### config.mk
export PLATFORM = sky130hd
export DESIGN_NAME = decoder_addr_scanner_flat
export DESIGN_NICKNAME = d
export VERILOG_FILES = /design/src/rtl/decoder_addr_scanner_if.sv /design/src/rtl/decoder_addr_scanner.sv /design/src/flat_wrapper.sv
export SDC_FILE = /design/constraint.sdc
export NUM_CORES = 1
export LEC_CHECK = 0
export CORE_UTILIZATION = 35
export CTS_CLUSTER_SIZE = 24
export DETAILED_ROUTE_END_ITERATION = 6
export PLACE_DENSITY = 0.62
export SYNTH_ARGS = -nofsm -noshare
export SYNTH_HDL_FRONTEND = slang
export SYNTH_SLANG_ARGS = --single-unit
### constraint.sdc
create_clock -name clk -period 12.2 [get_ports clk]
set_input_delay 1.83 -clock clk [delete_from_list [all_inputs] [get_ports clk]]
set_output_delay 1.83 -clock clk [all_outputs]
set_load 0.005 [all_outputs]
### src/rtl/decoder_addr_scanner_if.sv
// Scan control and address bundle between the scanner and its driver.
// Shared by decoder_addr_scanner and its bench.
interface decoder_addr_scanner_if #(
  parameter int DIV_W = 16
);
  logic             en;
  logic             dir;
  logic [DIV_W-1:0] div_val;
  logic             load;
  logic [2:0]       load_addr;
  logic [7:0]       skip_mask;
  logic [2:0]       address;
  logic             addr_valid;
  logic             step;
  logic             frame_done;

  modport master (
    output en, dir, div_val,
    output load, load_addr, skip_mask,
    input  address, addr_valid,
    input  step, frame_done
  );

  modport slave (
    input  en, dir, div_val,
    input  load, load_addr, skip_mask,
    output address, addr_valid,
    output step, frame_done
  );
endinterface

### src/rtl/decoder_addr_scanner.sv
// Address sequencer for a 3x8 decoder: dwell divider, skip mask, load.
// Define SCAN_BLANK_EN for a 1-cycle blanking state after each change.
module decoder_addr_scanner #(
  parameter int DIV_W    = 16,
  parameter int NUM_ADDR = 8
) (
  input  logic                  clk,
  input  logic                  rst,
  decoder_addr_scanner_if.slave bus
);
  localparam logic [DIV_W-1:0] ONE = DIV_W'(1);

  typedef enum logic [1:0] {
    IDLE,
`ifdef SCAN_BLANK_EN
    BLANK,
`endif
    SCAN
  } state_t;

  state_t           state;
  state_t           state_nx;
  logic [DIV_W-1:0] cnt;
  logic [DIV_W-1:0] eff_div;
  logic [2:0]       nxt;
  logic             found;
  logic             wrap;
  logic             tick;
  logic             adv;

  assign eff_div = (bus.div_val == '0) ? ONE
                                       : bus.div_val;

  // nearest unmasked neighbour in scan direction
  always_comb begin
    logic [2:0] cand;
    nxt   = bus.address;
    found = 1'b0;
    cand  = bus.address;
    for (int i = 1; i < NUM_ADDR; i++) begin
      cand = bus.dir ? bus.address - 3'(i)
                     : bus.address + 3'(i);
      if (!found && !bus.skip_mask[cand]) begin
        nxt   = cand;
        found = 1'b1;
      end
    end
  end

  // a hold is a full lap, so it counts as a wrap
  assign wrap = bus.dir ? (nxt >= bus.address)
                        : (nxt <= bus.address);

  always_ff @(posedge clk) begin
    if (rst) state <= IDLE;
    else     state <= state_nx;
  end

  always_comb begin
    state_nx = state;
    if (!bus.en) begin
      state_nx = IDLE;
    end else begin
      unique case (state)
`ifdef SCAN_BLANK_EN
        IDLE:  state_nx = bus.load ? BLANK : SCAN;
        SCAN:  state_nx = (adv || bus.load) ? BLANK
                                            : SCAN;
        BLANK: state_nx = SCAN;
`else
        IDLE:  state_nx = SCAN;
        SCAN:  state_nx = SCAN;
`endif
        default: state_nx = IDLE;
      endcase
    end
  end

  always_comb begin
    tick = (state != IDLE) && bus.en &&
           (cnt >= eff_div - ONE);
    adv  = tick && found;
    bus.addr_valid = (state == SCAN) &&
                     !bus.skip_mask[bus.address];
  end

  always_ff @(posedge clk) begin
    if (rst) begin
      cnt            <= '0;
      bus.address    <= '0;
      bus.step       <= 1'b0;
      bus.frame_done <= 1'b0;
    end else if (bus.load) begin
      cnt            <= '0;
      bus.address    <= bus.load_addr;
      bus.step       <= 1'b0;
      bus.frame_done <= 1'b0;
    end else begin
      bus.step       <= adv;
      bus.frame_done <= tick && wrap;
      if (adv)
        bus.address <= nxt;
      if (state == IDLE || !bus.en || tick)
        cnt <= '0;
      else
        cnt <= cnt + ONE;
    end
  end
endmodule

### src/flat_wrapper.sv
// flat-port wrapper written by rule: the top's interface ports become plain ports
module decoder_addr_scanner_flat 
#(
  parameter int DIV_W    = 16,
  parameter int NUM_ADDR = 8
)
  (clk, rst, bus_en, bus_dir, bus_div_val, bus_load, bus_load_addr, bus_skip_mask, bus_address, bus_addr_valid, bus_step, bus_frame_done);
  decoder_addr_scanner_if #(.DIV_W(DIV_W)) bus_i ();
  input  logic clk;
  input  logic rst;
  input wire logic [$bits(bus_i.en)-1:0] bus_en;
  input wire logic [$bits(bus_i.dir)-1:0] bus_dir;
  input wire logic [$bits(bus_i.div_val)-1:0] bus_div_val;
  input wire logic [$bits(bus_i.load)-1:0] bus_load;
  input wire logic [$bits(bus_i.load_addr)-1:0] bus_load_addr;
  input wire logic [$bits(bus_i.skip_mask)-1:0] bus_skip_mask;
  output wire logic [$bits(bus_i.address)-1:0] bus_address;
  output wire logic [$bits(bus_i.addr_valid)-1:0] bus_addr_valid;
  output wire logic [$bits(bus_i.step)-1:0] bus_step;
  output wire logic [$bits(bus_i.frame_done)-1:0] bus_frame_done;
  assign bus_i.en = bus_en;
  assign bus_i.dir = bus_dir;
  assign bus_i.div_val = bus_div_val;
  assign bus_i.load = bus_load;
  assign bus_i.load_addr = bus_load_addr;
  assign bus_i.skip_mask = bus_skip_mask;
  assign bus_address = bus_i.address;
  assign bus_addr_valid = bus_i.addr_valid;
  assign bus_step = bus_i.step;
  assign bus_frame_done = bus_i.frame_done;
  decoder_addr_scanner #(.DIV_W(DIV_W), .NUM_ADDR(NUM_ADDR)) u_core (.clk(clk), .rst(rst), .bus(bus_i));
endmodule
==> flow_summary.json, run 1 <==
{
  "cts_resized": 0,
  "first_global_vias": 1784,
  "highest_layer": "met4",
  "grt_max_degree": 17,
  "setup_viol": 0,
  "nFillCells": 644,
  "p_sw_mw": 0.06774,
  "wirelength_mm": 4.869,
  "crit_fanout": 16,
  "cts_root_buffer": "clkbuf_8",
  "crit_path_end_kind": "flip-flop",
  "cp_slowest_stage_delay_ns": 0.62,
  "die_w_um": 82.64,
  "path_cells": "clkdlybuf4s50_1 -> or4_1 -> nor4_1 -> nor2b_1 -> or3b_1 -> nor2_1 -> a21oi_1 -> ha_1 -> nand3b_1 -> nor3_1 -> xnor2_1 -> ha_1 -> a21o_1 -> a21o_1 -> a21oi_1 -> o21ai_0 -> a21oi_1 -> nand4_1 -> nor2_1",
  "min_from": "u_core.cnt[0]",
  "dp.cells": 359,
  "worst_slew_pin_slew_ns": 0.6499,
  "ys_warn_count": 0,
  "crit_path_top_delay_cell": "or4_1",
  "final_nets": 342,
  "final_max_slew_viol_count": 0,
  "syn_to_final_growth_pct": 19.74,
  "drc": 0,
  "max_freq_mhz": 154.5,
  "cp_common_cell": "a21oi_1",
  "dieHeight_um": 82.64,
  "met3_wirelength_um": 142,
  "ys_types": 54,
  "synth-seq-area-share_pct": 19.35,
  "hold_path_depth": 1,
  "grt_antenna_before_repair": 0,
  "synth_nets": 306,
  "ant_nets": 0,
  "synth_top_flop_cell": "dfxtp_1",
  "p_seq_share_pct": 35.5,
  "synth_edf_count": 0,
  "dp_hpwl_mm": 4.022,
  "rsz0062_at_grt": "false",
  "diodes": 0,
  "io_buffer_count": 37,
  "status": "complete, no violations",
  "final.setup.worst_slack_ns": 5.730,
  "layout_commonest_cell": "clkdlybuf4s50_1",
  "route.vias.total": 1947,
  "synth_area_leader_cell": "dfxtp_1",
  "cellLeakagePower_nw": 1.051,
  "whs_endpoint": "u_core.cnt[0]",
  "final_cells": 362,
  "io_pins": 38,
  "start_kind": "input pin",
  "r2r-end": "u_core.bus.frame_done",
  "start_util_pct": 36.05,
  "drv_cap": 0,
  "gr-total-overflow": 0,
  "avgSynthCellArea_um2": 9.067,
  "track_usage_pct": 15.09,
  "arrival_ns": 6.65,
  "clock_power_share_pct": 20.2,
  "r2r_slack_ns": 7.13,
  "ys_ff_latch": 22,
  "combPwrFrac_pct": 44.3,
  "p_sw_share_pct": 32.02,
  "clk_path_buf_depth": 2,
  "core.rowCount": 29,
  "min_period_ns": 6.470,
  "wl_met1_mm": 2.547,
  "intPower_mw": 0.1438,
  "powerDensity_nw_per_um2": 77.63,
  "syn_area_um2": 2276,
  "clk_latency_ns": 0.26,
  "cts_hold_buf": 0,
  "r2r-start": "u_core.bus.address[0]",
  "clock-sinks": 22,
  "layout-drive-gt1-share_pct": 7.018,
  "final_core_util_pct": 43.16,
  "place_worst_setup_slack_ns": 5.437,
  "vias_per_cell": 5.378,
  "gp_congestion": 0.8034,
  "cts_max_level": 1,
  "synth.area.top_cells": "dfxtp_1 19%, ha_1 12%, xnor2_1 6.9%",
  "finClkSkew_ns": 0.004855,
  "dieArea_um2": 6829,
  "cts_buffers": 3,
  "drt_iter0_drc": 76,
  "netlist_instances": 251,
  "yosys.area.top_type_share_pct": 19.35,
  "ir_drop_mv": 0.03244,
  "wl_met2_mm": 2.135,
  "firstDrtPassIters": 4,
  "post-cts-setup-buffers": 0,
  "fin_setup_tns_ns": 0,
  "hold_path.class": "flip-flop to flip-flop",
  "cts_tree": "done",
  "period_share_pct": 53.04,
  "coreArea_um2": 6314,
  "maxSlewHeadroom_pct": 56.55,
  "grt_pass1_wl_mm": 8.079,
  "crit_type": "input pin to flip-flop",
  "required_ns": 12.38,
  "final_cell_mix": "37 x clkdlybuf4s50_1, 28 x nor2_1, 22 x dfxtp_1, 21 x ha_1, 18 x xnor2_1",
  "critPathTopFamily": "simple AND/OR/NAND/NOR gates",
  "clk_pin_slew_ns": 0.07,
  "cp.buffers_inverters": 1,
  "hold_viol": 0,
  "r2r_cells": 14,
  "synthArstFlopShare_pct": 0,
  "wl_per_cell_um": 13.45
}
==> cells by family after synthesis <==
group,after synthesis,synth area share [%]
and+or+nand+nor,94,21.93
AOI/OAI and AO/OA,45,13.63
xor gates and xnor gates,33,15.72
adders and majority gates,23,13.30
DFF,22,19.35
buffers and inverters,20,4.892
muxes,14,11.16
==> sequential cells by signal, indices dropped and copies added, names as in the netlist <==
register / flops
u_core.cnt: 16
u_core.bus.step: 1
u_core.bus.frame_done: 1
u_core.state: 1
u_core.bus.address: 3
==> per-stage QoR <==
stage                     hold slack, ns  power [mW]  area [µm²]
after floorplan                   0.4410      0.1438        2276
after global placement            0.4854      0.1689        2684
after detailed placement          0.4886      0.1691        2684
after CTS                         0.5051      0.2122        2725
after global routing              0.5335      0.2250        2725
final                             0.4963      0.2115        2725
==> power groups by stage <==
stage | logic, mW | clock network [mW] | registers (mW)
global route | 0.103 | 0.0466 | 0.0754
finish | 0.0936 | 0.0428 | 0.0751
detailed placement | 0.0922 | 0 | 0.0768
floorplan | 0.0687 | 0 | 0.0751
CTS | 0.0928 | 0.0442 | 0.0752
global placement | 0.0920 | 0 | 0.0769
==> synthesized netlist by cell type, types with 2 or more instances <==
master / n
nor2_1: 28
a31oi_1: 2
fa_1: 2
o21ai_0: 9
and3_1: 6
nand3b_1: 3
nand2b_1: 4
mux2i_1: 4
a21oi_1: 11
clkbuf_8: 2
xor2_1: 11
o211ai_1: 2
xnor3_4: 3
nor4b_1: 2
nand3_1: 9
buf_6: 2
nor4_1: 3
dfxtp_1: 22
nand4_1: 3
or4_1: 2
mux4_2: 5
a311oi_1: 2
nor2b_1: 4
inv_1: 14
nand2_1: 14
mux4_1: 3
ha_1: 21
nor3b_1: 2
nor3_1: 7
mux2_2: 2
xnor2_1: 18
a21o_1: 7
==> worst max path at each step <==
stage,startpoint,end,cells after the start
after floorplan,bus_div_val[3],u_core.cnt[10],19
after global placement,bus_div_val[3],u_core.cnt[2],19
after detailed placement,bus_div_val[3],u_core.cnt[10],19
after CTS,bus_div_val[3],u_core.cnt[10],19
after global routing,bus_div_val[3],u_core.cnt[2],19
final,bus_div_val[3],u_core.cnt[10],19
==> worst register-to-register path: cells and delay by family, from the launching register on <==
kind	cells	cell delay, ns
xor+xnor	1	0.14
buf+inv	1	0.25
fa+ha+maj	2	1.17
compound gates	4	0.74
simple gates	4	1.45
mux	2	0.48
flops	1	0.71
==> cell type report <==
type,instances,area (µm²),area share [%]
Inverter,14,52.55,1.928
Multi-Input combinational cell,209,1724,63.27
Clock buffer,3,41.29,1.515
Tap cell,77,96.34,3.535
Timing Repair Buffer,37,370.4,13.59
Sequential cell,22,440.4,16.16
==> metal layers <==
layer	track usage (%)	vias to the layer above
li1	-	991
met1	22.53	917
met2	22.95	35
met3	2.857	4
met4	1.724	0
met5	0	-
(Power assumes the default switching activity.)
==> inputs of run 2 (changes only) <==
==> constraint.sdc (replaced) <==
create_clock -name clk -period 6.45 [get_ports clk]
set_input_delay 0.9675 -clock clk [delete_from_list [all_inputs] [get_ports clk]]
set_output_delay 0.9675 -clock clk [all_outputs]
set_load 0.005 [all_outputs]
==> run 2 against run 1 <==
Critical path depth is 1 higher. First-iteration DRC count grew 74%. Register-to-register slack got worse by 5.3 ns. Die area did not move. Total power grew 97%. Clock skew decreased by 0.0033 ns. Final cell count is 0.55% higher. Via count rose by 1.4%. Count of clock-buffer cells in the layout up 1. Design area increased by 0.78%. Clock power increased by 120%. Largest cell class unchanged. Largest power group unchanged.
==> flow_summary.json, run 2 (synthesized netlist as in run 1, its figures left out) <==
{
  "rsz0062_at_grt": "false",
  "start_kind": "input pin",
  "finClkSkew_ns": 0.001507,
  "multi_input_area_um2": 1724,
  "final_area_um2": 2746,
  "clk_latency_ns": 0.26,
  "dp.cells": 360,
  "power.total_mw": 0.4158,
  "start_util_pct": 36.05,
  "max_freq_mhz": 177.5,
  "crit_path_end_kind": "flip-flop",
  "worst_slew_pin_slew_ns": 0.6004,
  "dp_hpwl_mm": 4.078,
  "grt_antenna_before_repair": 0,
  "gp_congestion": 1.001,
  "r2r_cells": 14,
  "top_register": "u_core.cnt",
  "critPathTopFamily": "simple AND/OR/NAND/NOR gates",
  "final_nets": 343,
  "cts_tree": "done",
  "cp.depth": 20,
  "cp_slowest_stage_delay_ns": 0.62,
  "ir_drop_mv": 0.1328,
  "coreArea_um2": 6314,
  "ant_nets": 0,
  "grt_max_degree": 17,
  "drv_cap": 0,
  "diodes": 0,
  "clk_pin_slew_ns": 0.07,
  "cts_buffers": 3,
  "drc": 0,
  "die_w_um": 82.64,
  "vias_per_cell": 5.423,
  "cp_common_cell": "a21oi_1",
  "cts_resized": 0,
  "powerDensity_nw_per_um2": 151.4,
  "track_usage_pct": 15.46,
  "setup_viol": 0,
  "syn_to_final_growth_pct": 20.67,
  "crit_fanout": 7,
  "final.setup.worst_slack_ns": 0.8176,
  "largest_reg_flops": 16,
  "dpl_cell_area_um2": 2691,
  "drt_iter0_drc": 132,
  "cts_hold_buf": 0,
  "dieHeight_um": 82.64,
  "clk_path_buf_depth": 2,
  "io_buffer_count": 37,
  "first_global_vias": 1831,
  "layout-drive-gt1-share_pct": 7.666,
  "fin_setup_tns_ns": 0,
  "status": "complete, no violations",
  "post-cts-setup-buffers": 0,
  "nFillCells": 650,
  "final_cells": 364,
  "firstDrtPassIters": 4,
  "cp.buffers_inverters": 2,
  "route.vias.total": 1974,
  "wl_per_cell_um": 13.64,
  "core.rowCount": 29,
  "dieArea_um2": 6829,
  "gr-total-overflow": 0,
  "top_regs": "u_core.cnt (16), u_core.bus.address (3)",
  "hold_viol": 0,
  "hold_path_depth": 1,
  "arrival_ns": 5.78,
  "crit_path_top_delay_cell": "or4_1",
  "required_ns": 6.60,
  "grt_pass1_wl_mm": 8.321,
  "seqCellArea_um2": 440.4,
  "cts_root_buffer": "clkbuf_8",
  "place_worst_setup_slack_ns": 0.5194,
  "clock-sinks": 22,
  "final_cell_mix": "37 x clkdlybuf4s50_1, 28 x nor2_1, 22 x dfxtp_1, 21 x ha_1, 18 x xnor2_1",
  "final_max_slew_viol_count": 0,
  "cts_max_level": 1,
  "maxSlewHeadroom_pct": 59.92,
  "io_pins": 38,
  "layout_commonest_cell": "clkdlybuf4s50_1",
  "period_share_pct": 87.32,
  "hold_path.class": "flip-flop to flip-flop",
  "wirelength_mm": 4.964,
  "min_period_ns": 5.632,
  "path_cells": "clkdlybuf4s50_1 -> or4_1 -> nor4_1 -> nor2b_1 -> or3b_1 -> nor2_1 -> a21oi_1 -> ha_1 -> nand3b_1 -> nor3_1 -> xnor2_1 -> ha_1 -> a21o_1 -> a21o_1 -> a21oi_1 -> o21ai_0 -> a21oi_1 -> nand3b_1 -> inv_1 -> a221o_1",
  "cellLeakagePower_nw": 1.062,
  "crit_type": "input pin to flip-flop"
}
==> run 2: cell count changes in the layout (fill, tap and decap cells not counted), sizes merged <==
cell    delta
buf        +1
clkbuf     +1
==> run 2: layout make-up <==
| class | count | share of cell area, % |
|---|---|---|
| Tap cell | 77 | 3.508 |
| Sequential cell | 22 | 16.04 |
| Clock buffer | 4 | 2.005 |
| Multi-Input combinational cell | 209 | 62.78 |
| Inverter | 14 | 1.913 |
| Timing Repair Buffer | 38 | 13.76 |
==> run 2: layer usage <==
metal / GRT usage (%) / wire length [µm] / up-vias
met3: 2.967 / 223 / 2
met1: 21.84 / 2415 / 920
met4: 2.069 / 40 / 0
met5: 0 / 0 / -
met2: 24.84 / 2285 / 51
li1: - / - / 1001
==> run 2: final timing paths <==
check                        startpoint                    end  slack (ns)
hold reg to reg           u_core.cnt[0]          u_core.cnt[0]        0.51
setup reg to reg  u_core.bus.address[0]  u_core.bus.frame_done        1.79
hold / removal            u_core.cnt[0]          u_core.cnt[0]        0.51
setup / recovery         bus_div_val[3]  u_core.bus.address[2]        0.82
==> run 2: through the flow <==
stage	util [%]	hold WS (ns)
2_1_floorplan	-	0.4410
3_3_place_gp	42.63	0.4673
3_5_place_dp	42.63	0.4982
4_1_cts	43.50	0.5160
5_1_grt	43.50	0.5289
6_report	43.50	0.5065
==> run 2: power breakdown <==
part	leakage [nW]	total, mW	switching (mW)	internal, mW
clock	0.0288	0.0961	0.0417	0.0543
combinational	0.856	0.178	0.0844	0.0934
sequential	0.178	0.142	0.00458	0.137
